--- src/rtl/spi_master_if.sv ---
// Bundle of the spi_master user handshake and SPI pin signals.
// The master modport is the view taken by spi_master itself; the slave
// modport is the view of whoever sits on the other side (user logic plus
// the SPI slave pins).
interface spi_master_if #(
    parameter int WIDTH = 13
) ();

    logic             start;
    logic [WIDTH-1:0] tx_data;
    logic             busy;
    logic             done;
    logic [WIDTH-1:0] rx_data;
    logic             sclk;
    logic             mosi;
    logic             load;
    logic             miso;

    modport master (
        input  start, tx_data, miso,
        output busy, done, rx_data, sclk, mosi, load
    );

    modport slave (
        output start, tx_data, miso,
        input  busy, done, rx_data, sclk, mosi, load
    );

endinterface

--- src/rtl/spi_master.sv ---
// SPI master for the team's WIDTH-bit SPI slave.
// A frame is: load pulse (slave parallel-loads its TX word), WIDTH full-duplex
// bits MSB first, a second load pulse (slave commits its RX word), then the
// word shifted in from miso is presented on rx_data with a one-cycle done.
// Every output comes straight from a flop; the combinational process only
// computes next-state values.
module spi_master #(
    parameter int WIDTH   = 13,
    parameter int CLK_DIV = 4
) (
    input  logic              clk,
    input  logic              clr,
    spi_master_if.master      bus
);

    localparam int DIV_W = (CLK_DIV > 1) ? $clog2(CLK_DIV) : 1;
    localparam int BIT_W = (WIDTH > 1) ? $clog2(WIDTH) : 1;
    localparam logic [DIV_W-1:0] DIV_LAST = DIV_W'(CLK_DIV - 1);
    localparam logic [BIT_W-1:0] BIT_LAST = BIT_W'(WIDTH - 1);

    typedef enum logic [2:0] {
        IDLE,
        LOAD_PRE,
        SHIFT_LO,
        SHIFT_HI,
        LOAD_POST
    } state_e;

    state_e             state_q,   state_d;
    logic [DIV_W-1:0]   divCnt_q,  divCnt_d;
    logic [BIT_W-1:0]   bitCnt_q,  bitCnt_d;
    logic [WIDTH-1:0]   txShift_q, txShift_d;
    logic [WIDTH-1:0]   rxShift_q, rxShift_d;
    logic [WIDTH-1:0]   rxData_q,  rxData_d;
    logic               sclk_q,    sclk_d;
    logic               load_q,    load_d;
    logic               mosi_q,    mosi_d;
    logic               busy_q,    busy_d;
    logic               done_q,    done_d;
    logic               phaseEnd;

    // The current state (or load pulse) has lasted its full CLK_DIV cycles.
    assign phaseEnd = (divCnt_q == DIV_LAST);

    assign bus.busy    = busy_q;
    assign bus.done    = done_q;
    assign bus.rx_data = rxData_q;
    assign bus.sclk    = sclk_q;
    assign bus.mosi    = mosi_q;
    assign bus.load    = load_q;

    // State and output registers; clr returns everything to idle values.
    always_ff @(posedge clk) begin
        if (clr) begin
            state_q   <= IDLE;
            divCnt_q  <= '0;
            bitCnt_q  <= '0;
            txShift_q <= '0;
            rxShift_q <= '0;
            rxData_q  <= '0;
            sclk_q    <= 1'b0;
            load_q    <= 1'b0;
            mosi_q    <= 1'b0;
            busy_q    <= 1'b0;
            done_q    <= 1'b0;
        end else begin
            state_q   <= state_d;
            divCnt_q  <= divCnt_d;
            bitCnt_q  <= bitCnt_d;
            txShift_q <= txShift_d;
            rxShift_q <= rxShift_d;
            rxData_q  <= rxData_d;
            sclk_q    <= sclk_d;
            load_q    <= load_d;
            mosi_q    <= mosi_d;
            busy_q    <= busy_d;
            done_q    <= done_d;
        end
    end

    // Frame sequencing; sclk/load/busy are decoded from the next state so
    // their flops always line up with the state the FSM is entering.
    always_comb begin
        state_d   = state_q;
        divCnt_d  = divCnt_q;
        bitCnt_d  = bitCnt_q;
        txShift_d = txShift_q;
        rxShift_d = rxShift_q;
        rxData_d  = rxData_q;
        mosi_d    = mosi_q;
        done_d    = 1'b0;

        case (state_q)
            IDLE: begin
                divCnt_d = '0;
                if (bus.start) begin
                    txShift_d = bus.tx_data;
                    rxShift_d = '0;
                    bitCnt_d  = '0;
                    state_d   = LOAD_PRE;
                end
            end

            LOAD_PRE: begin
                divCnt_d = divCnt_q + 1'b1;
                if (phaseEnd) begin
                    divCnt_d = '0;
                    mosi_d   = txShift_q[WIDTH-1];
                    bitCnt_d = '0;
                    state_d  = SHIFT_LO;
                end
            end

            SHIFT_LO: begin
                divCnt_d = divCnt_q + 1'b1;
                if (phaseEnd) begin
                    divCnt_d  = '0;
                    rxShift_d = {rxShift_q[WIDTH-2:0], bus.miso};
                    state_d   = SHIFT_HI;
                end
            end

            SHIFT_HI: begin
                divCnt_d = divCnt_q + 1'b1;
                if (phaseEnd) begin
                    divCnt_d = '0;
                    if (bitCnt_q != BIT_LAST) begin
                        txShift_d = txShift_q << 1;
                        mosi_d    = txShift_q[WIDTH-2];
                        bitCnt_d  = bitCnt_q + 1'b1;
                        state_d   = SHIFT_LO;
                    end else begin
                        state_d   = LOAD_POST;
                    end
                end
            end

            LOAD_POST: begin
                divCnt_d = divCnt_q + 1'b1;
                if (phaseEnd) begin
                    divCnt_d = '0;
                    rxData_d = rxShift_q;
                    done_d   = 1'b1;
                    state_d  = IDLE;
                end
            end

            default: begin
                divCnt_d = '0;
                state_d  = IDLE;
            end
        endcase

        sclk_d = (state_d == SHIFT_HI);
        load_d = (state_d == LOAD_PRE) || (state_d == LOAD_POST);
        busy_d = (state_d != IDLE);
    end

endmodule
--- src/flat_wrapper.sv ---
// flat-port wrapper written by rule: the top's interface ports become plain ports
module spi_master_flat 
#(
    parameter int WIDTH   = 13,
    parameter int CLK_DIV = 4
)
  (clk, clr, bus_start, bus_tx_data, bus_miso, bus_busy, bus_done, bus_rx_data, bus_sclk, bus_mosi, bus_load);
  spi_master_if #(.WIDTH(WIDTH)) bus_i ();
  input  logic clk;
  input  logic clr;
  input wire logic [$bits(bus_i.start)-1:0] bus_start;
  input wire logic [$bits(bus_i.tx_data)-1:0] bus_tx_data;
  input wire logic [$bits(bus_i.miso)-1:0] bus_miso;
  output wire logic [$bits(bus_i.busy)-1:0] bus_busy;
  output wire logic [$bits(bus_i.done)-1:0] bus_done;
  output wire logic [$bits(bus_i.rx_data)-1:0] bus_rx_data;
  output wire logic [$bits(bus_i.sclk)-1:0] bus_sclk;
  output wire logic [$bits(bus_i.mosi)-1:0] bus_mosi;
  output wire logic [$bits(bus_i.load)-1:0] bus_load;
  assign bus_i.start = bus_start;
  assign bus_i.tx_data = bus_tx_data;
  assign bus_i.miso = bus_miso;
  assign bus_busy = bus_i.busy;
  assign bus_done = bus_i.done;
  assign bus_rx_data = bus_i.rx_data;
  assign bus_sclk = bus_i.sclk;
  assign bus_mosi = bus_i.mosi;
  assign bus_load = bus_i.load;
  spi_master #(.WIDTH(WIDTH), .CLK_DIV(CLK_DIV)) u_core (.clk(clk), .clr(clr), .bus(bus_i));
endmodule
--- config.mk ---
export PLATFORM = sky130hd
export DESIGN_NAME = spi_master_flat
export DESIGN_NICKNAME = d
export VERILOG_FILES = /design/src/rtl/spi_master_if.sv /design/src/rtl/spi_master.sv /design/src/flat_wrapper.sv
export SDC_FILE = /design/constraint.sdc
export NUM_CORES = 1
export LEC_CHECK = 0
export CORE_ASPECT_RATIO = 0.5
export CORE_UTILIZATION = 53
export CTS_CLUSTER_DIAMETER = 150
export DETAILED_ROUTE_END_ITERATION = 16
export HOLD_SLACK_MARGIN = 0.06
export PLACE_DENSITY = 0.77
export SETUP_SLACK_MARGIN = 0.05
export SYNTH_ARGS = -nofsm -noshare
export SYNTH_HDL_FRONTEND = slang
export SYNTH_SLANG_ARGS = --single-unit
--- constraint.sdc ---
create_clock -name clk -period 2 [get_ports clk]
set_input_delay 0.3 -clock clk [delete_from_list [all_inputs] [get_ports clk]]
set_output_delay 0.3 -clock clk [all_outputs]
set_load 0.1 [all_outputs]
==> results of run 1 <==
-- cell families (layout without fill, tap and decap cells) --
logic type | Yosys count | count (layout) | share of synthesized area [%]
fa+ha+maj | 4 | 4 | 2.159
flops | 53 | 53 | 45.76
mux | 2 | 2 | 0.8635
simple gates | 127 | 127 | 25.09
xor+xnor | 2 | 2 | 0.7557
compound gates | 57 | 58 | 18.78
buf+inv | 25 | 62 | 6.584
-- registers in the layout, summed over array words and instances, names as in the netlist --
name / cells
u_core.bus.mosi: 1
u_core.txShift_q: 13
u_core.divCnt_q: 2
u_core.bus.done: 1
u_core.bus.rx_data: 13
u_core.bus.busy: 1
u_core.rxShift_q: 13
u_core.bitCnt_q: 4
u_core.state_q: 3
u_core.bus.sclk: 1
u_core.bus.load: 1
-- placed cells by master, fill, tap and decap left out, types with 2 or more instances in the layout --
cell	count
sky130_fd_sc_hd__nand2_1	67
sky130_fd_sc_hd__dfxtp_1	53
sky130_fd_sc_hd__buf_4	31
sky130_fd_sc_hd__a21oi_1	29
sky130_fd_sc_hd__nor2_1	22
sky130_fd_sc_hd__nand3_1	16
sky130_fd_sc_hd__clkdlybuf4s50_1	15
sky130_fd_sc_hd__a311oi_2	8
sky130_fd_sc_hd__a31oi_1	6
sky130_fd_sc_hd__a311oi_1	5
sky130_fd_sc_hd__clkbuf_8	5
sky130_fd_sc_hd__and3_1	4
sky130_fd_sc_hd__ha_1	4
sky130_fd_sc_hd__inv_1	3
sky130_fd_sc_hd__nor3_1	3
sky130_fd_sc_hd__buf_12	3
sky130_fd_sc_hd__mux2i_1	2
sky130_fd_sc_hd__nor3b_1	2
sky130_fd_sc_hd__and3b_1	2
sky130_fd_sc_hd__a211oi_1	2
sky130_fd_sc_hd__o31ai_4	2
-- metrics by stage --
step           worst slack [ps]  power, mW
3_5_place_dp             -153.3      1.328
6_report                  217.6      2.057
4_1_cts                   174.7      2.056
3_3_place_gp             -41.23      1.322
5_1_grt                   131.9      2.140
2_1_floorplan             332.1      1.271
-- synthesized netlist by cell type (2+ instances only) --
cell / n
sky130_fd_sc_hd__clkbuf_8: 2
sky130_fd_sc_hd__dfxtp_1: 53
sky130_fd_sc_hd__a311oi_1: 5
sky130_fd_sc_hd__a311oi_2: 8
sky130_fd_sc_hd__nand3_1: 16
sky130_fd_sc_hd__ha_1: 4
sky130_fd_sc_hd__mux2i_1: 2
sky130_fd_sc_hd__nor3_1: 3
sky130_fd_sc_hd__nand2_1: 67
sky130_fd_sc_hd__buf_6: 3
sky130_fd_sc_hd__inv_1: 3
sky130_fd_sc_hd__buf_2: 4
sky130_fd_sc_hd__a21oi_1: 29
sky130_fd_sc_hd__a31oi_1: 6
sky130_fd_sc_hd__nor3b_1: 2
sky130_fd_sc_hd__clkbuf_1: 11
sky130_fd_sc_hd__and3b_1: 2
sky130_fd_sc_hd__and3_1: 4
sky130_fd_sc_hd__nor2_1: 22
sky130_fd_sc_hd__a211oi_1: 2
-- repair_timing --
action / 4_1_cts / 5_1_grt
pin swaps: 1 / 2
cloned: 1 / 0
endpoints found under the setup margin: 12 / 4
buffers inserted: 0 / 2
resized for setup: 1 / 0
-- worst paths after layout --
path / slack [ps] / from / endpoint / depth (start not counted)
worst max-delay path: 220 / u_core.bitCnt_q[1] / u_core.bus.load / 7
worst min-delay path: 460 / u_core.bus.rx_data[4] / u_core.bus.rx_data[4] / 2
worst max register to register: 220 / u_core.bitCnt_q[1] / u_core.bus.load / 7
worst min register to register: 460 / u_core.bus.rx_data[4] / u_core.bus.rx_data[4] / 2
-- final cells by class --
| class | count | share of cell area (%) |
|---|---|---|
| multi-input cells | 193 | 39.79 |
| flip-flops and latches | 53 | 37.49 |
| repair buffers | 50 | 15.83 |
| clock buffers | 5 | 2.431 |
| well taps | 54 | 2.387 |
| clock inverters | 3 | 1.547 |
| inverters | 4 | 0.5305 |
-- routing by layer --
metal,vias up,track usage [%]
met4,0,8.209
met1,930,27.80
met3,8,5.763
met5,-,0
li1,1017,-
met2,42,37.26
-- power by group through the flow --
| stage | Clock (mW) | Combinational [mW] | Sequential (mW) |
|---|---|---|---|
| finish | 0.731 | 0.223 | 1.10 |
| global route | 0.791 | 0.242 | 1.11 |
| floorplan | 0 | 0.122 | 1.15 |
| detailed placement | 0 | 0.202 | 1.13 |
| CTS | 0.747 | 0.207 | 1.10 |
| global placement | 0 | 0.197 | 1.12 |
-- worst reg2reg max path, delay by kind of cell, from the launching register on --
kind	cells	cell delay, ps
AND/OR/NAND/NOR	2	470
flip-flops	1	360
AO/OA/AOI/OAI	1	310
buffers and inverters	2	250
adder cells (fa/ha/maj)	1	200
XOR/XNOR	1	110
==> metrics list, run 1 <==
- The number of antenna violations at the first check in global routing came to 0.
- Net switching power: roughly 500 uW
- For this run, the total global-route usage over all layers was measured as 22.30%.
- DIE HEIGHT: 48.77 um
- The routed design uses around 210 um of met3 wire.
- Post-synthesis instance area: around 2300 um2
- Setup TNS after final layout: 0 ps
- Boundary Pins: 35
* Detail-routed net length per standard cell: 13.14 um
- Global-route wire length before repair: ~8 mm
- In the final layout, the multi-input gates occupy 1126 um2.
- Clock insertion delay at the later pin of the skew report: 310 ps
- Number of clock sinks: between 50 and 60
- Netlist cell types: between 40 and 50
* Required time reported for the critical path endpoint: about 2200 ps
- Excluding fillers, the count of instances in the completed layout stands at 362.
- The longest clock path from root to sink contains 2 buffers.
- Detailed routing inserted a total of approximately 2000 vias.
* Mapped Cells: between 200 and 300
- CTS root buffer: sky130_fd_sc_hd__clkbuf_8
- Along the worst path, the maximum fanout reaches 3.
- Period Utilization, post-route: between 80% and 90%
- Via count of the first global-routing pass: between 1500 and 2000
- Once the floorplan was initialized, standard cells occupied around 57% of the core.
- Count of routing violations after the opening detailed-route iteration: between 70 and 80
* Full die area: around 4700 um2
- Maximum ir drop on the vdd rail: around 0.00034 V
- After detailed placement, the design holds a cell count of about 350.
* Fraction of layout instances using a drive strength above 1: a little under a fifth
- Syn nets: just under 300
- The worst setup path is of the flop to flop kind.
* Final critical path time including I/O delays and setup: 1782 ps
* Global placer's final weighted congestion: roughly 0.80
- Pin slew with the least headroom to its limit: between 500 and 600 ps
- Counting both buffers and inverters, the worst setup path holds a total of 2.
- Comb power frac: a little over a tenth
* Met2 routed WL: ~2.2 mm
- Family of cells with the greatest summed delay on the critical path: simple AND/OR/NAND/NOR gates
- CTS tree: built
* Setup clock skew after layout: approximately 12 ps
* Syn Area/Cell: approximately 8.6 um2
- Part of the power in registers: between 50 and 60%
- Once placement finished, the instance area stood at 2656 um2.
- The sequential cells in the finished layout cover a total of ~1100 um2.
* Half-perimeter wire length after placement: about 3.1 mm
- Layout fillers: around 320
- Final hold vios: 0
* Most frequently used flop master after synthesis: sky130_fd_sc_hd__dfxtp_1
* Count of input and output buffers: 34
- The worst pin sits at a relative slew slack of about three fifths.
* Number of enable-type register cells in the synthesized netlist: 0
- Max Fclk: between 0.5 and 0.6 GHz
* Area Overhead vs Synth: 22.07%
- P_int: between 1.5 and 2 mW
- Area of the placeable core: 4044 um2
- Pwr per Cell Area: between 700 and 800 nW/um2
- The synthesized design contains 53 register bits.
- Avg Vias per Cell: approximately 5.5
* Worst-path cell chain: inv_1 -> ha_1 -> and3_1 -> buf_4 -> a32oi_1 -> xor2_1 -> and3b_1
- Critical Path Sink Type: flop
- Area share of the largest cell type after synthesis: a little under half
- From left edge to right edge, the die measures ~96 um.
- Number of buffers inserted during clock tree synthesis: 5
- After global routing the overflow that remains totals 0.
* Wire length after detailed routing: about 4.8 mm
- Run status: finished, final reports clean
- The pre-antenna-repair detailed-routing pass consisted of 4 iterations.
* Number of design rule violations left after detail routing: 0
- Net switching is 24.23% of the power.
- The highest layer touched by signal routing is met4.
* Maximum number of pins on one net before global-route repair: 29
- In the post-synthesis netlist, the biggest area contributors are sky130_fd_sc_hd__dfxtp_1, sky130_fd_sc_hd__nand2_1, sky130_fd_sc_hd__a21oi_1, sky130_fd_sc_hd__a311oi_2, sky130_fd_sc_hd__nor2_1.
- After synthesis, flip-flops and latches occupy between 40% and 50% of the total area.
- Worst EP arrival: approximately 2000 ps
- Fin nets: ~330
- On the critical path, the stage with the largest delay is an instance of sky130_fd_sc_hd__dfxtp_1.
- The number of max-slew violations in the final report came to 0.
- Number of routed nets with antenna violations: 0
- Share of flip-flops with an asynchronous set or reset after synthesis: 0%
- Clock slew at the register clock pins of the worst setup and hold paths: ~100 ps
- The floorplan has 16 rows.
- Cell taking the most area after synthesis: sky130_fd_sc_hd__dfxtp_1
- Setup repair after global routing missed its margin: false
* Worst hold-check slack: between 400 and 500 ps
- After detailed routing, the wire length on met1 is ~2.2 mm.
- Final instance area: ~2800 um2
- The number of antenna diodes in the final layout is 0.
- H-Tree Depth: 2
- STA classifies the critical path startpoint as a flop.
- Path type of the worst min-delay path: flop to flop
- The tool flagged a number of max-cap violations equal to 0.
* Portion of total power attributed to the clock network: a little over a third
* Total of endpoints with negative setup slack in the final report: 0
* Static power due to leakage: approximately 1.1 nW
* Critical path's largest stage delay: 360 ps
* Cts hold-fix bufs: 0
- YS warnings: 0
- Once layout is complete, the utilization of the core stands at around 70%.
Power figures use the tool's default switching activity.
==> inputs of run 2 (changes only) <==
--- a/config.mk
+++ b/config.mk
@@ -5,6 +5,7 @@
 export SDC_FILE = /design/constraint.sdc
 export NUM_CORES = 1
 export LEC_CHECK = 0
+export CAP_MARGIN = 20
 export CORE_ASPECT_RATIO = 0.5
 export CORE_UTILIZATION = 53
 export CTS_CLUSTER_DIAMETER = 150
==> results of run 2 <==
The final DEF is identical to that of run 1; final timing and power are the same.
